<file path="src/rtl/mprj_pad_cfg_loader.sv">
// Serial configuration loader for user-project GPIO pads: snapshots per-pad
// words, shifts them out over NUM_CHAINS lockstep chains, then pulses a load strobe.
module mprj_pad_cfg_loader #(
   parameter int NUM_PADS   = 38,
   parameter int CFG_BITS   = 13,
   parameter int NUM_CHAINS = 2,
   parameter int HALF       = 2
) (
   input  logic                           clock,
   input  logic                           reset,
   input  logic [NUM_PADS*CFG_BITS-1:0]   pad_cfg,
   input  logic                           start,
   output logic                           busy,
   output logic                           done,
   output logic                           serial_clock,
   output logic                           serial_load,
   output logic [NUM_CHAINS-1:0]          serial_data
);
   localparam int PPC   = NUM_PADS / NUM_CHAINS;
   localparam int TOTAL = PPC * CFG_BITS;
   localparam int W     = NUM_PADS * CFG_BITS;
   localparam int BW    = $clog2(TOTAL + 1);
   localparam int HW    = (HALF > 1) ? $clog2(HALF) : 1;
   localparam logic [BW-1:0] BIT_LAST  = BW'(TOTAL - 1);
   localparam logic [HW-1:0] HALF_LAST = HW'(HALF - 1);

   typedef enum logic [2:0] {S_IDLE, S_LO, S_HI, S_LOAD, S_DONE} state_t;

   state_t                  state_q, state_d;
   logic [BW-1:0]           bit_q, bit_d;
   logic [HW-1:0]           half_q, half_d;
   logic [W-1:0]            shadow_q, shadow_d;
   logic                    busy_q, busy_d, done_q, done_d;
   logic                    sclk_q, sclk_d, sload_q, sload_d;
   logic [NUM_CHAINS-1:0]   sdata_q, sdata_d;
   logic                    half_last;
   logic [BW-1:0]           idx;
   logic [W-1:0]            sh;

   always_ff @(posedge clock or posedge reset) begin
      if (reset) begin
         state_q  <= S_IDLE;
         bit_q    <= '0;
         half_q   <= '0;
         shadow_q <= '0;
         busy_q   <= 1'b0;
         done_q   <= 1'b0;
         sclk_q   <= 1'b0;
         sload_q  <= 1'b0;
         sdata_q  <= '0;
      end else begin
         state_q  <= state_d;
         bit_q    <= bit_d;
         half_q   <= half_d;
         shadow_q <= shadow_d;
         busy_q   <= busy_d;
         done_q   <= done_d;
         sclk_q   <= sclk_d;
         sload_q  <= sload_d;
         sdata_q  <= sdata_d;
      end
   end

   always_comb begin
      state_d   = state_q;
      bit_d     = bit_q;
      half_d    = half_q;
      shadow_d  = shadow_q;
      half_last = (half_q == HALF_LAST);
      case (state_q)
         S_IDLE: begin
            bit_d  = '0;
            half_d = '0;
            if (start) begin
               state_d  = S_LO;
               shadow_d = pad_cfg;
            end
         end
         S_LO: begin
            if (half_last) begin
               state_d = S_HI;
               half_d  = '0;
            end else begin
               half_d = half_q + 1'b1;
            end
         end
         S_HI: begin
            if (half_last) begin
               half_d  = '0;
               bit_d   = bit_q + 1'b1;
               state_d = (bit_q == BIT_LAST) ? S_LOAD : S_LO;
            end else begin
               half_d = half_q + 1'b1;
            end
         end
         S_LOAD: begin
            if (half_last) begin
               state_d = S_DONE;
               half_d  = '0;
            end else begin
               half_d = half_q + 1'b1;
            end
         end
         S_DONE:  state_d = S_IDLE;
         default: state_d = S_IDLE;
      endcase
   end

   // Outputs are decoded from next state so they register alongside it;
   // in LOAD the count equals TOTAL, so the index is clamped to hold the last bit.
   always_comb begin
      busy_d  = (state_d != S_IDLE);
      done_d  = (state_d == S_DONE);
      sclk_d  = (state_d == S_HI);
      sload_d = (state_d == S_LOAD);
      sdata_d = '0;
      sh      = '0;
      idx     = (bit_d > BIT_LAST) ? BIT_LAST : bit_d;
      if (state_d inside {S_LO, S_HI, S_LOAD}) begin
         for (int c = 0; c < NUM_CHAINS; c++) begin
            sh         = shadow_d >> (c*TOTAL + TOTAL - 1 - int'(idx));
            sdata_d[c] = sh[0];
         end
      end
   end

   assign busy         = busy_q;
   assign done         = done_q;
   assign serial_clock = sclk_q;
   assign serial_load  = sload_q;
   assign serial_data  = sdata_q;

endmodule
</file>
<file path="config.mk">
export PLATFORM = sky130hd
export DESIGN_NAME = mprj_pad_cfg_loader
export DESIGN_NICKNAME = d
export VERILOG_FILES = /design/src/rtl/mprj_pad_cfg_loader.sv
export SDC_FILE = /design/constraint.sdc
export NUM_CORES = 2
export LEC_CHECK = 0
export CAP_MARGIN = 20
export CORE_MARGIN = 8
export CORE_UTILIZATION = 46
export DETAILED_ROUTE_END_ITERATION = 10
export GPL_TIMING_DRIVEN = 0
export PLACE_DENSITY = 0.81
export SLEW_MARGIN = 5
export SYNTH_ARGS = -nofsm -noshare
export SYNTH_HDL_FRONTEND = slang
export SYNTH_SLANG_ARGS = --single-unit
</file>
<file path="constraint.sdc">
create_clock -name clock -period 26.3 [get_ports clock]
set_input_delay 2.63 -clock clock [delete_from_list [all_inputs] [get_ports clock]]
set_output_delay 2.63 -clock clock [all_outputs]
set_load 0.02 [all_outputs]
</file>
# Yosys cells after proc, flatten, opt, wreduce, memory -nomap -nowiden
# Index checks and enable logic that the tools add are counted.
# Widths: inputs -> output; s select.
# totals
inputBits,497
rom_bits,0
latchBits,0
mem_count,0
reg_bits,512
ram_bits,0
output_inout_bits,6
# op_classes
n_mul,0
n_addsub,4
bitwise,0
n_lt_le_gt_ge,1
reduce_logical,5
n_div,0
n_mux,14
n_shift,2
n_eq_ne,8
# op_table
operator,n
$mux 494,2
$shr 494x32->1,2
$mux 8,2
$pmux 8 s2,1
$eq 3x2->1 const B,4
$mux 3,4
$pmux 3 s4,1
$sub 9x8->10 const A,1
$sub 8x8->9 const A,1
$add 8x1->8 const B,1
$eq 8x8->1 const B,1
$gt 8x8->1 const B,1
$eq 3x1->1 const B,2
$reduce_bool 3->1,2
$mux 2,2
$eq 3x3->1 const B,1
$logic_not 3->1,1
$reduce_or 3->1,1
$pmux 1 s2,1
$reduce_bool 2->1,1
$add 1x1->1 const B,1
$mux 1,1

# Depth between registers and ports, before layout
# depth
word_depth,8
ltp_mapped,26
ltp_nobuf,18

# Worst setup path before layout
# No wires, ideal clock.
# synth_timing
path_kind,register to register
start,register state_q[2]
end,"register sdata_q[0], in the netlist serial_data[0]"
t_arrival_ns,5.419
stages_incl_launch_ff,24
path_slack_ns,20.749
synth_period_minus_slack_ns,5.551
path_buffers,7
cell_sequence,dfrtp_1 -> buf_6 -> nand4bb_4 -> or3b_4 -> a222oi_1 -> o221a_2 -> inv_2 -> buf_6 -> buf_2 -> buf_2 -> buf_2 -> buf_2 -> ha_1 -> inv_1 -> clkbuf_1 -> o221ai_1 -> o32ai_1 -> a221oi_1 -> nand4_1 -> o311ai_0 -> a211oi_1 -> a311oi_1 -> or4b_1 -> o211ai_2
# synth_via
elab_chain_len,7
# synth_rtl
element,line_no,source
from (decl),29,"state_t state_q, state_d;"
from (signal assigned),52,state_q <= state_d;
$eq 3x2->1 or $logic_not 3->1 (tied branches),70,case (state_q)
$pmux 8 s2,70,
$gt 8x8->1,118,idx = (bit_d > BIT_LAST) ? BIT_LAST : bit_d;
$mux 8,118,
$sub 8x8->9,121,sh = shadow_d >> (c*TOTAL + TOTAL - 1 - int'(idx));
$shr 494x32->1,121,
$mux 2 *,119,"if (state_d inside {S_LO, S_HI, S_LOAD}) begin"
via sdata_d[0],35,"logic [NUM_CHAINS-1:0] sdata_q, sdata_d;"
to (signal assigned),60,sdata_q <= sdata_d;
to (decl),35,
# The timed path passes the listed nets; every way through them passes the cells marked *.
# A chain may end at the register's enable or synchronous reset.

# Worst setup path in the final report
# layout_timing
start,register state_q[0]
end,"register sdata_q[1], in the netlist serial_data[1]"
# layout_via
elab_chain_len,7
# layout_rtl
element,line_no
$eq 3x2->1 or $logic_not 3->1 (tied branches),70
$pmux 8 s2,70
$gt 8x8->1,118
$mux 8,118
$sub 9x8->10,121
$shr 494x32->1,121
$mux 2 *,119
via sdata_d[1],35
# Marks and branches as above.

==> results.yml <==
routing:
  wl_per_cell_um: 26.9
  finalWirelength_mm: 117
  viasPerCell: 5.90
  dr.pass1.iters: 7
  drtAntennaViolNets: 0
  vias: 25761
  route.detailed.drc: 0
  drt-initial-drc-count: 3386
final_layout:
  syn_to_final_growth_pct: 30.4
  layout_common_cells: "nand2_1, dfrtp_1, clkdlybuf4s50_1"
  nFillCells: 4793
  nets: 4062
  layout_commonest_cell: "nand2_1"
  drive_above_1_share: 0.0760
run_status:
  status: "complete, no violations"
die:
  io_pins: 503
  start_util: 0.463
  core_area_um2: 56100
  dieWidth_um: 253
  die_area_um2: 64300
  die_h_um: 253
  core.rowCount: 87
worst_setup_path:
  r2r_cells: 21
  worstSetupPathType: "flop to flop"
  cp.required_ns: 26.84
  start_kind: "flop"
  critPathCaptureType: "flop"
  reg2reg_from: "state_q[0]"
  cp.arrival_ns: 9.30
  r2r-end: "serial_data[1]"
  cp_max_fo: 11
  reg2reg_setup_slack_ns: 17.54
global_route:
  antenna_found_initial: 15
  grt.total_usage: 0.355
  grt_max_degree: 125
  gr-total-overflow: 0
  grt_pass1_vias: 25483
  grt_pass1_wl_mm: 168
job:
  cap_violations: 0
timing:
  slew_headroom: 0.224
  tightest_slew_ns: 1.15
  tns_ns: 0
  period_share: 0.333
  max_freq_mhz: 114
  hold_viol: 0
  setup_viol: 0
  rsz0062_at_grt: "no"
  fin_crit_ns: 8.76
  maxSlewViolCount: 0
  finClkSkew_ns: 0.0285
worst_hold_path:
  hp-class: "flop to flop"
  whs_path_depth: 2
  holdPathEnd: "shadow_q[142]"
  hold_start: "shadow_q[142]"
clock_tree:
  clock_latency_ns: 0.63
  cts_resized: 0
  cts_setup_buffers: 0
  clock_path_buffers: 3
  cts.sinks: 512
  htree_levels: 2
  clkTransAtPathRegs_ns: 0.06
  numCtsBuffers: 54
  clockRootBuffer: "clkbuf_16"
  cts_hold_buf: 0
  cts_tree: "built"
place:
  gp_congestion: 1.02
  port_buffers: 502
  dpl.hpwl_mm: 89.7
power:
  power_frac_clock: 0.428
  cellLeakagePower_nw: 16.7
  seqPwrFrac: 0.469
  powerDensity_nw_per_um2: 52.7
  swShare: 0.242
  internal_power_mw: 1.35
  irDropWorstVdd_uv: 45.7
  p_comb_frac: 0.103
  switchingPower_mw: 0.431
  p_total_mw: 1.78
synth:
  synth_area_um2: 25900
  seq_area_frac_synth: 0.494
  synthFlopType: "dfrtp_1"
  synthArstFlopShare: 1.00
  synthCells: 2993
  synth_edf_count: 0
  syn-num-nets: 3494
  synth-seq-cells: 512
  synth.avg_cell_area_um2: 8.67
  synth_cell_type_count: 87
  yosysWarnings: 0
[power groups by stage]
stage                     combinational, mW  sequential (mW)  clock, mW
after floorplan                      0.0686            0.849          0
after global placement                0.175            0.851          0
after detailed placement              0.180            0.850          0
after CTS                             0.181            0.836      0.760
after global routing                  0.197            0.839      0.791
final                                 0.184            0.837      0.763
[metal layers]
metal / wire, um / up-vias / GRT usage / part of all wire
li1: - / 11201 / - / -
met1: 44100 / 12348 / 0.455 / 0.38
met2: 51400 / 1789 / 0.536 / 0.44
met3: 14000 / 415 / 0.101 / 0.12
met4: 7830 / 8 / 0.207 / 0.067
met5: 48 / - / 0 / 0.00041
[worst max path at each step]
stage / startpoint / end / slack (ns) / cells after the start
2_1_floorplan: reset / bit_q[0] / 9.37 / 1
3_3_place_gp: reset / shadow_q[127] / 3.13 / 2
3_5_place_dp: state_q[0] / serial_data[1] / 18.03 / 23
4_1_cts: bit_q[0] / serial_data[1] / 18.02 / 21
5_1_grt: state_q[0] / serial_data[1] / 17.34 / 23
6_report: state_q[0] / serial_data[1] / 17.54 / 21
[worst max-delay path, cell delays in order, from the launching register on]
cell	delay [ns]
dfrtp_1	0.37
buf_2	0.17
nand4bb_4	0.23
nor4_1	0.89
o22a_1	0.22
buf_4	0.19
a31oi_4	0.26
inv_2	0.36
buf_2	0.36
buf_2	0.34
buf_1	0.76
ha_1	0.43
inv_1	0.16
nor3_1	0.34
a31oi_1	0.23
nand2_1	0.32
clkbuf_1	0.85
clkbuf_1	0.85
a311oi_1	0.12
o31ai_1	0.72
o211ai_1	0.21
a32oi_1	0.26
[synthesized netlist by cell type, types with 20 or more instances]
library cell,n,share of area
a21oi_1,62,0.012
a221oi_1,24,0.0081
buf_1,32,0.0046
buf_2,71,0.014
clkbuf_1,77,0.011
dfrtp_1,512,0.49
inv_1,62,0.0090
mux2_2,48,0.021
mux2i_1,163,0.063
mux4_2,20,0.017
nand2_1,1343,0.19
nand3_1,27,0.0052
nor2_1,73,0.011
nor3_1,37,0.0071
o211ai_1,34,0.0098
o21ai_0,66,0.013
[through the flow]
step           std cells  setup WS [ns]  cell area, um^2  utilization  hold WS (ns)
2_1_floorplan       2993           9.37            25900            -         0.433
3_3_place_gp        4251           3.13            31900        0.569         0.446
3_5_place_dp        4258          18.03            32100        0.572         0.452
4_1_cts             4356          18.02            33800        0.603         0.467
5_1_grt             4366          17.34            33800        0.604         0.478
6_report            4368          17.54            33800        0.604         0.468
[kinds of logic (layout without fill, tap and decap cells)]
family | after synthesis | in the layout | share of synthesized area
AOI/OAI and AO/OA | 396 | 396 | 0.110
xor gates and xnor gates | 9 | 9 | 0.00304
buffers and inverters | 264 | 874 | 0.0452
adders and majority gates | 4 | 4 | 0.00193
DFF | 512 | 512 | 0.494
other | 0 | 9 | 0
and+or+nand+nor | 1575 | 1575 | 0.244
muxes | 233 | 233 | 0.102
[state kept, by name, indices dropped and copies added, names as in the netlist]
name,count
shadow_q,494
done,1
bit_q,8
serial_clock,1
busy,1
serial_load,1
state_q,3
serial_data,2
half_last,1
[layout make-up]
cell class | count | area, um^2 | share of cell area
Inverter | 67 | 259 | 0.00765
Timing Repair Buffer | 512 | 5190 | 0.153
Buffer | 197 | 922 | 0.0272
Clock inverter | 14 | 124 | 0.00366
Sequential cell | 512 | 12800 | 0.379
Tap cell | 756 | 946 | 0.0280
Clock buffer | 84 | 1610 | 0.0474
Antenna cell | 9 | 22.5 | 0.000666
Multi-Input combinational cell | 2217 | 12000 | 0.353
Note: power is estimated with default switching activity, not from simulation.
